[config.mk]
export PLATFORM = sky130hd
export DESIGN_NAME = calc_sequencer
export DESIGN_NICKNAME = d
export VERILOG_FILES = /design/src/rtl/calc_sequencer.sv
export SDC_FILE = /design/constraint.sdc
export NUM_CORES = 1
export LEC_CHECK = 0
export CAP_MARGIN = 30
export CORE_ASPECT_RATIO = 0.8
export CORE_MARGIN = 5
export CORE_UTILIZATION = 45
export DETAILED_ROUTE_END_ITERATION = 10
export GPL_TIMING_DRIVEN = 0
export PLACE_DENSITY = 0.75
export SKIP_LAST_GASP = 1
export SLEW_MARGIN = 0
export SYNTH_ARGS = -nofsm -noshare
export SYNTH_HDL_FRONTEND = slang
export SYNTH_SLANG_ARGS = --single-unit
[constraint.sdc]
create_clock -name clk -period 3 [get_ports clk]
set_input_delay 0.6 -clock clk [delete_from_list [all_inputs] [get_ports clk]]
set_output_delay 0.6 -clock clk [all_outputs]
set_load 0.02 [all_outputs]
[src/rtl/calc_sequencer.sv]
// calc_sequencer: operation sequencer for the calculator datapath.
// Latches operands on a rising edge of enter, computes add/sub locally or
// runs a start/done handshake with the external multiplier, then registers
// the result with an overflow flag and pulses valid for one cycle.
//
// Optional feature macro: MUL_TIMEOUT_EN (multiplier wait timeout with a
// sticky err flag). When undefined, the multiplier wait is unbounded and
// err is tied low.
//
// Ports:
//   clk, reset_n        clock (rising edge), async active-low reset
//   enter               level request; a rising edge triggers an operation
//   sel                 00 unsigned add/sub, 01 signed add/sub, 10 mult, 11 sqr
//   addSub              0 add, 1 subtract (add/sub modes only)
//   sgd                 informational; sel[0] decides add/sub signedness
//   a, b                operands
//   mul_start           one-cycle start pulse to the multiplier
//   mul_a, mul_b        multiplier operands, held through the wait
//   mul_done, mul_p     multiplier completion strobe and product
//   result, ovf         registered result and overflow/borrow flag
//   busy                high outside IDLE
//   valid               one-cycle pulse when result/ovf update
//   err                 multiplier timeout flag
module calc_sequencer #(
  parameter int WIDTH   = 8,
  parameter int TIMEOUT = 64
) (
  input  logic               clk,
  input  logic               reset_n,
  input  logic               enter,
  input  logic [1:0]         sel,
  input  logic               addSub,
  input  logic               sgd,
  input  logic [WIDTH-1:0]   a,
  input  logic [WIDTH-1:0]   b,
  output logic               mul_start,
  output logic [WIDTH-1:0]   mul_a,
  output logic [WIDTH-1:0]   mul_b,
  input  logic               mul_done,
  input  logic [2*WIDTH-1:0] mul_p,
  output logic [2*WIDTH-1:0] result,
  output logic               ovf,
  output logic               busy,
  output logic               valid,
  output logic               err
);

  typedef enum logic [2:0] {IDLE, ADDSUB, MUL_REQ, MUL_WAIT, DONE} state_t;

  state_t             state, state_nx;
  logic               enter_q;
  logic               trig;
  logic               timeout_hit;
  logic [WIDTH-1:0]   a_r, b_r;
  logic               signed_r;
  logic               sub_r;
  logic [WIDTH:0]     ea, eb, r;
  logic [2*WIDTH-1:0] as_res;
  logic               as_ovf;

  // sgd is informational only; TIMEOUT is unused in the default build.
  logic unused_ok;
  assign unused_ok = ^{sgd, TIMEOUT[0]};

  assign trig      = enter & ~enter_q;
  assign busy      = (state != IDLE);
  assign valid     = (state == DONE);
  assign mul_start = (state == MUL_REQ);

  // One (WIDTH+1)-bit adder covers all four add/sub modes: operands are
  // sign- or zero-extended by one bit, so r[WIDTH] is the carry/borrow in
  // unsigned mode and the exact sign bit in signed mode.
  always_comb begin
    ea     = {signed_r & a_r[WIDTH-1], a_r};
    eb     = {signed_r & b_r[WIDTH-1], b_r};
    r      = sub_r ? (ea - eb) : (ea + eb);
    as_res = '0;
    as_ovf = 1'b0;
    if (signed_r) begin
      as_res = {{(WIDTH-1){r[WIDTH]}}, r};
      as_ovf = r[WIDTH] ^ r[WIDTH-1];
    end else if (sub_r) begin
      as_res = {{WIDTH{1'b0}}, r[WIDTH-1:0]};
      as_ovf = r[WIDTH];
    end else begin
      as_res = {{(WIDTH-1){1'b0}}, r};
      as_ovf = r[WIDTH];
    end
  end

  always_comb begin
    state_nx = state;
    case (state)
      IDLE:     if (trig) state_nx = sel[1] ? MUL_REQ : ADDSUB;
      ADDSUB:   state_nx = DONE;
      MUL_REQ:  state_nx = MUL_WAIT;
      MUL_WAIT: if (mul_done || timeout_hit) state_nx = DONE;
      DONE:     state_nx = IDLE;
      default:  state_nx = IDLE;
    endcase
  end

  always_ff @(posedge clk or negedge reset_n) begin
    if (!reset_n) begin
      state    <= IDLE;
      enter_q  <= 1'b0;
      a_r      <= '0;
      b_r      <= '0;
      signed_r <= 1'b0;
      sub_r    <= 1'b0;
      mul_a    <= '0;
      mul_b    <= '0;
      result   <= '0;
      ovf      <= 1'b0;
    end else begin
      state   <= state_nx;
      enter_q <= enter;
      case (state)
        IDLE: begin
          if (trig) begin
            a_r      <= a;
            b_r      <= b;
            signed_r <= sel[0];
            sub_r    <= addSub;
            if (sel[1]) begin
              mul_a <= a;
              mul_b <= sel[0] ? a : b;
            end
          end
        end
        ADDSUB: begin
          result <= as_res;
          ovf    <= as_ovf;
        end
        MUL_WAIT: begin
          if (mul_done) begin
            result <= mul_p;
            ovf    <= 1'b0;
          end
        end
        default: ;
      endcase
    end
  end

`ifdef MUL_TIMEOUT_EN
  localparam int CW = $clog2(TIMEOUT + 1);
  logic [CW-1:0] cnt;

  // A simultaneous mul_done takes priority over expiry.
  assign timeout_hit = (state == MUL_WAIT) && !mul_done &&
                       (cnt == CW'(TIMEOUT - 1));

  always_ff @(posedge clk or negedge reset_n) begin
    if (!reset_n) begin
      cnt <= '0;
      err <= 1'b0;
    end else begin
      if (state == IDLE && trig) err <= 1'b0;
      else if (timeout_hit)      err <= 1'b1;
      if (state == MUL_REQ)       cnt <= '0;
      else if (state == MUL_WAIT) cnt <= cnt + CW'(1);
    end
  end
`else
  assign timeout_hit = 1'b0;
  assign err         = 1'b0;
`endif

endmodule

# [Word level (Yosys, flattened, before mapping)]
# Index checks and enable logic that the tools add are counted.
[totals] reg_bits=55 input_bits=40 word_cells=43
[op_classes] add_sub_neg=2 n_eq_ne=6 muxes=13 bitwise=5 n_reduce_logical=7
[ops] cell="2-to-1 mux 16 bit" n=2
[ops] cell="one-hot mux 16 bit (2 select lines)" n=1
[ops] cell="2-to-1 mux 9 bit" n=2
[ops] cell="one-hot mux 3 bit (4 select lines)" n=1
[ops] cell="adder 9 bit" n=1
[ops] cell="subtractor 9 bit" n=1
[ops] cell="2-to-1 mux 8 bit" n=1
[ops] cell="equality test 3 x 2 -> 1 bit (second input constant)" n=2
[ops] cell="2-to-1 mux 3 bit" n=2
[ops] cell="AND reduction 2 bit" n=3
[ops] cell="!= test 2 bit (second input constant)" n=2
[ops] cell="AND 1 bit" n=3
[ops] cell="equality test 3 x 1 -> 1 bit (second input constant)" n=1
[ops] cell="equality test 3 bit (second input constant)" n=1
[ops] cell="logical NOT 3 bit" n=1
[ops] cell="AND reduction 3 bit" n=1
[ops] cell="nonzero test 3 bit" n=1
[ops] cell="2-to-1 mux 1 bit" n=2
[ops] cell="2-to-1 mux 2 bit" n=1
[ops] cell="one-hot mux 1 bit (2 select lines)" n=1
[ops] cell="nonzero test 2 bit" n=1
[ops] cell="inverter 1 bit" n=1
[ops] cell="XOR 1 bit" n=1

# [Logic depth before layout (Yosys ltp)]
# Gate-level depths: netlist of run 1.
[logic_depth] word_depth=6 depth_mapped=12

# [Worst setup path after synthesis of run 1]
# OpenSTA, ideal clock, no wires.
[synth_path] kind="reg2reg" start="reg b_r[2]" end="reg ovf" setup_ns=0.122 arrival_ns=2.594 required_ns=2.878 path_slack_ns=0.284 path_stages_with_launch=11 path_buffers=0 cell_sequence="dfrtp_1 -> nor4_1 -> a21oi_1 -> xnor2_1 -> ha_1 -> a211o_2 -> a21oi_1 -> o21ai_0 -> and3_4 -> a211o_1 -> a32o_1"
[synth_between] elab_chain_cells=5 elab_cells_between_ends=6 cone_classes="add/sub (2); mux (3); bitwise (1)"
[synth_rtl] element="start: declaration" line="54" text="logic [WIDTH-1:0] a_r, b_r;"
[synth_rtl] element="start signal: assignment" line="108" text="b_r <= '0;"
[synth_rtl] element="start signal: assignment" line="122" text="b_r <= b;"
[synth_rtl] element="adder 9 bit or subtractor 9 bit (tied branches)" line="76" text="r = sub_r ? (ea - eb) : (ea + eb);"
[synth_rtl] element="2-to-1 mux 9 bit *" line="76"
[synth_rtl] element="XOR 1 bit" line="81" text="as_ovf = r[WIDTH] ^ r[WIDTH-1];"
[synth_rtl] element="2-to-1 mux 1 bit *" line="79" text="if (signed_r) begin"
[synth_rtl] element="one-hot mux 1 bit (2 select lines) *" line="118" text="case (state)"
[synth_rtl] element="end signal: assignment" line="133" text="ovf <= as_ovf;"
[synth_rtl] element="end: declaration" line="42" text="output logic ovf,"
# Every way passes the cells marked *; elsewhere a longest branch is shown, timed or not.
# A chain may end at the register's enable or synchronous reset.

# [Worst setup path in the final report of run 1]
[layout_path] start="reg b_r[0]" end="reg ovf"
# Same word-level chain as after synthesis.

==> reports/results.ini, run 1 <==
[synthesis]
yosysUniqueCellTypes = 49
yosysMostFrequentCell = nand2_1
synth_edf_count = 0
synth_top_area_cell = dfrtp_1
syn_avg_cell_area_um2 = 9.50
yosysWarnings = 0
synth_nets = 353
synth_common_cells = 66 x nand2_1, 55 x dfrtp_1, 33 x a21oi_1
ys_seq_area_frac = 0.478
netlist_area_mm2 = 0.00288
synth_top_area_share = 0.478
synth-seq-cells = 55
async_flop_share = 1.00
ys_top_cells_by_area = dfrtp_1 48%, nand2_1 8.6%, a21oi_1 5.7%
synth_cells = 303
ys.flop_type = dfrtp_1

[grt]
overflow = 0
grt_max_degree = 31
grt_use_total = 0.173
grt_use_met2 = 0.286
use_met1 = 0.230
grt_pass1_vias = 2337
grt-busiest-layer = met2
antenna_found_initial = 0
grt_use_met3 = 0.0484
grt_pass1_wl_mm = 11.2

[clock_tree]
cts_root_buf = clkbuf_8
clk_pin_slew_worst_paths_ns = 0.10
postCtsHoldBufs = 0
cts_buffers = 5
ctsLongestPathBuffers = 2
cts_tree = yes
clk_latency_ns = 0.32
clock_sinks = 55
htreeDepth = 2

[worst_setup_path]
end_kind = register
critPathBufInv = 0
crit_top_cell = a21oi_1
criticalPathCategory = reg -> reg
slowest_delay_ns = 0.46
endpoint = ovf$_DFFE_PN0P_
cp.depth = 10
crit_fanout = 4
crit_required_ns = 3.21
r2r_slack_ns = 0.13
cp_top_family = compound AO/OA/AOI/OAI gates
worst_path_max_delay_cell = dfrtp_2
reg2reg_to = ovf$_DFFE_PN0P_
worstSetupStartpointType = register
crit_chain = nor4_4, a21oi_1, xnor2_1, ha_1, a211o_2, a21oi_1, o21ai_0, and3_4, a211o_1, a32o_1
worstPathArrival_ns = 3.08
r2r_cells = 10
crit_path_start = b_r[0]$_DFFE_PN0P_
regToRegStartpoint = b_r[0]$_DFFE_PN0P_

[die]
die-area_mm2 = 0.00810
die-width_um = 99.4
initial_core_util = 0.456
core_area_mm2 = 0.00631
fp.dieH_um = 81.5
row_count = 26
io-pin-count = 77

[min_path]
hold_path_class = in -> async

[cells_and_area]
fin_area_mm2 = 0.00393
nets = 438
fillers = 544
diodes = 0
drive_gt1_frac = 0.116
syn2layout_area_growth_pct = 36.6
layoutNonFillerInstCount = 473
final_core_utilization = 0.623

[timing]
tns_ns = 0
min_period_over_period = 0.958
layout_min_cycle_time_ns = 2.87
setup_slack_ns = 0.125
setup_viol = 0
slew_headroom = 0.550
finalClockSkew_ns = 0.0101
hold_ws_ns = 0.278
worst_pin_slew_ns = 0.675
clock.fmax_ghz = 0.348
slew_viol_final = 0
finalHoldViolations = 0

[detailed_routing]
postRouteAntennaNets = 0
drt_iter0_markers = 86
routed_wl_mm = 6.76
dr.pass1.iters = 4
post_drt_wl_per_cell_um = 14.3
drc_errors = 0
via_count = 2430
viasPerCell = 5.14

[place]
pre_cts_ws_ns = -0.0335
io_buffer_count = 73
dpl_cell_area_mm2 = 0.00373
place_congestion = 0.798
dp.cells = 461
hpwlAfterDp_mm = 5.25

[flow_run]
drv_cap = 0

[power_and_ir_drop]
irDropWorstVdd_v = 0.000569
power_leakage_nw = 1.77
finalPower_mw = 5.28
power_density_mw_per_mm2 = 1340

[outcome]
run_status = finished clean

-- area by class of cell --
cell class              count  area [um^2]  share of cell area
flip-flops and latches     55         1380               0.351
well taps                  84          105              0.0267
inverters                  10         42.5              0.0108
plain buffers              15         80.1              0.0204
repair buffers             78          776               0.197
clock inverters             2         60.1              0.0153
multi-input cells         223         1410               0.360
clock buffers               6         72.6              0.0185
-- state kept, by name (all words and copies together), names as in the netlist --
register	cells
ovf	1
result	16
sub_r	1
a_r	8
mul_b	8
mul_a	8
b_r	8
state	3
enter_q	1
signed_r	1
-- cell usage in the layout (no fill, tap or decap), types with 2 or more instances in the layout --
master / instances
clkdlybuf4s50_1: 72
nand2_1: 66
dfrtp_1: 52
a21oi_1: 31
nor2_1: 20
o21ai_0: 20
inv_1: 9
xnor2_1: 9
mux2i_1: 9
ha_1: 9
clkbuf_1: 8
buf_2: 5
o21a_1: 5
buf_4: 5
clkbuf_8: 5
nor3_1: 4
mux2_4: 4
mux2_2: 4
nand2b_1: 3
nor2b_1: 3
dfrtp_2: 3
nor3b_1: 2
buf_6: 2
o211ai_1: 2
a211o_1: 2
a21oi_2: 2
o21bai_1: 2
a31oi_1: 2
bufinv_16: 2
-- worst min-delay path by stage --
stage / depth (start not counted) / start / end
after floorplan: 0 / reset_n / a_r[0]$_DFFE_PN0P_
after global placement: 2 / mul_b[5]$_DFFE_PN0P_ / mul_b[5]$_DFFE_PN0P_
after detailed placement: 2 / mul_b[5]$_DFFE_PN0P_ / mul_b[5]$_DFFE_PN0P_
after CTS: 1 / reset_n / mul_b[0]$_DFFE_PN0P_
after global routing: 1 / reset_n / mul_b[0]$_DFFE_PN0P_
final: 1 / reset_n / mul_b[0]$_DFFE_PN0P_
-- power by group --
group | internal, mW | leakage, nW | switching, mW
registers | 1.11 | 0.668 | 0.285
logic | 1.60 | 1.04 | 1.71
clock network | 0.334 | 0.0654 | 0.243
-- cells by family (layout without fill, tap and decap cells) --
| kind of cell | count (synthesis) | after routing | share of synthesized area |
|---|---|---|---|
| and+or+nand+nor | 109 | 109 | 0.174 |
| adders and majority gates | 10 | 10 | 0.0461 |
| muxes | 18 | 18 | 0.0713 |
| DFF | 55 | 55 | 0.478 |
| xor gates and xnor gates | 10 | 10 | 0.0304 |
| buffers and inverters | 25 | 111 | 0.0426 |
| AOI/OAI and AO/OA | 75 | 75 | 0.156 |
| other | 1 | 1 | 0.00130 |
-- layer usage --
metal / share of wire / vias up
li1: - / 1192
met1: 0.46 / 1174
met2: 0.48 / 59
met3: 0.055 / 5
met4: 0.0059 / 0
met5: 0 / -
-- what timing repair did --
item                       in CTS  in global routing
gates resized for setup         1                  8
setup buffers                   0                  4
setup endpoints to repair       8                 10
hold endpoints to repair        0                  0
pin swaps                       0                  2
Power figures use the tool's default switching activity.
==> run 2, diff against run 1 <==
--- a/config.mk
+++ b/config.mk
@@ -13,7 +13,6 @@
 export GPL_TIMING_DRIVEN = 0
 export PLACE_DENSITY = 0.75
 export SKIP_LAST_GASP = 1
-export SLEW_MARGIN = 0
 export SYNTH_ARGS = -nofsm -noshare
 export SYNTH_HDL_FRONTEND = slang
 export SYNTH_SLANG_ARGS = --single-unit
==> results of run 2 <==
No change in the layout: final DEF, timing and power equal those of run 1.
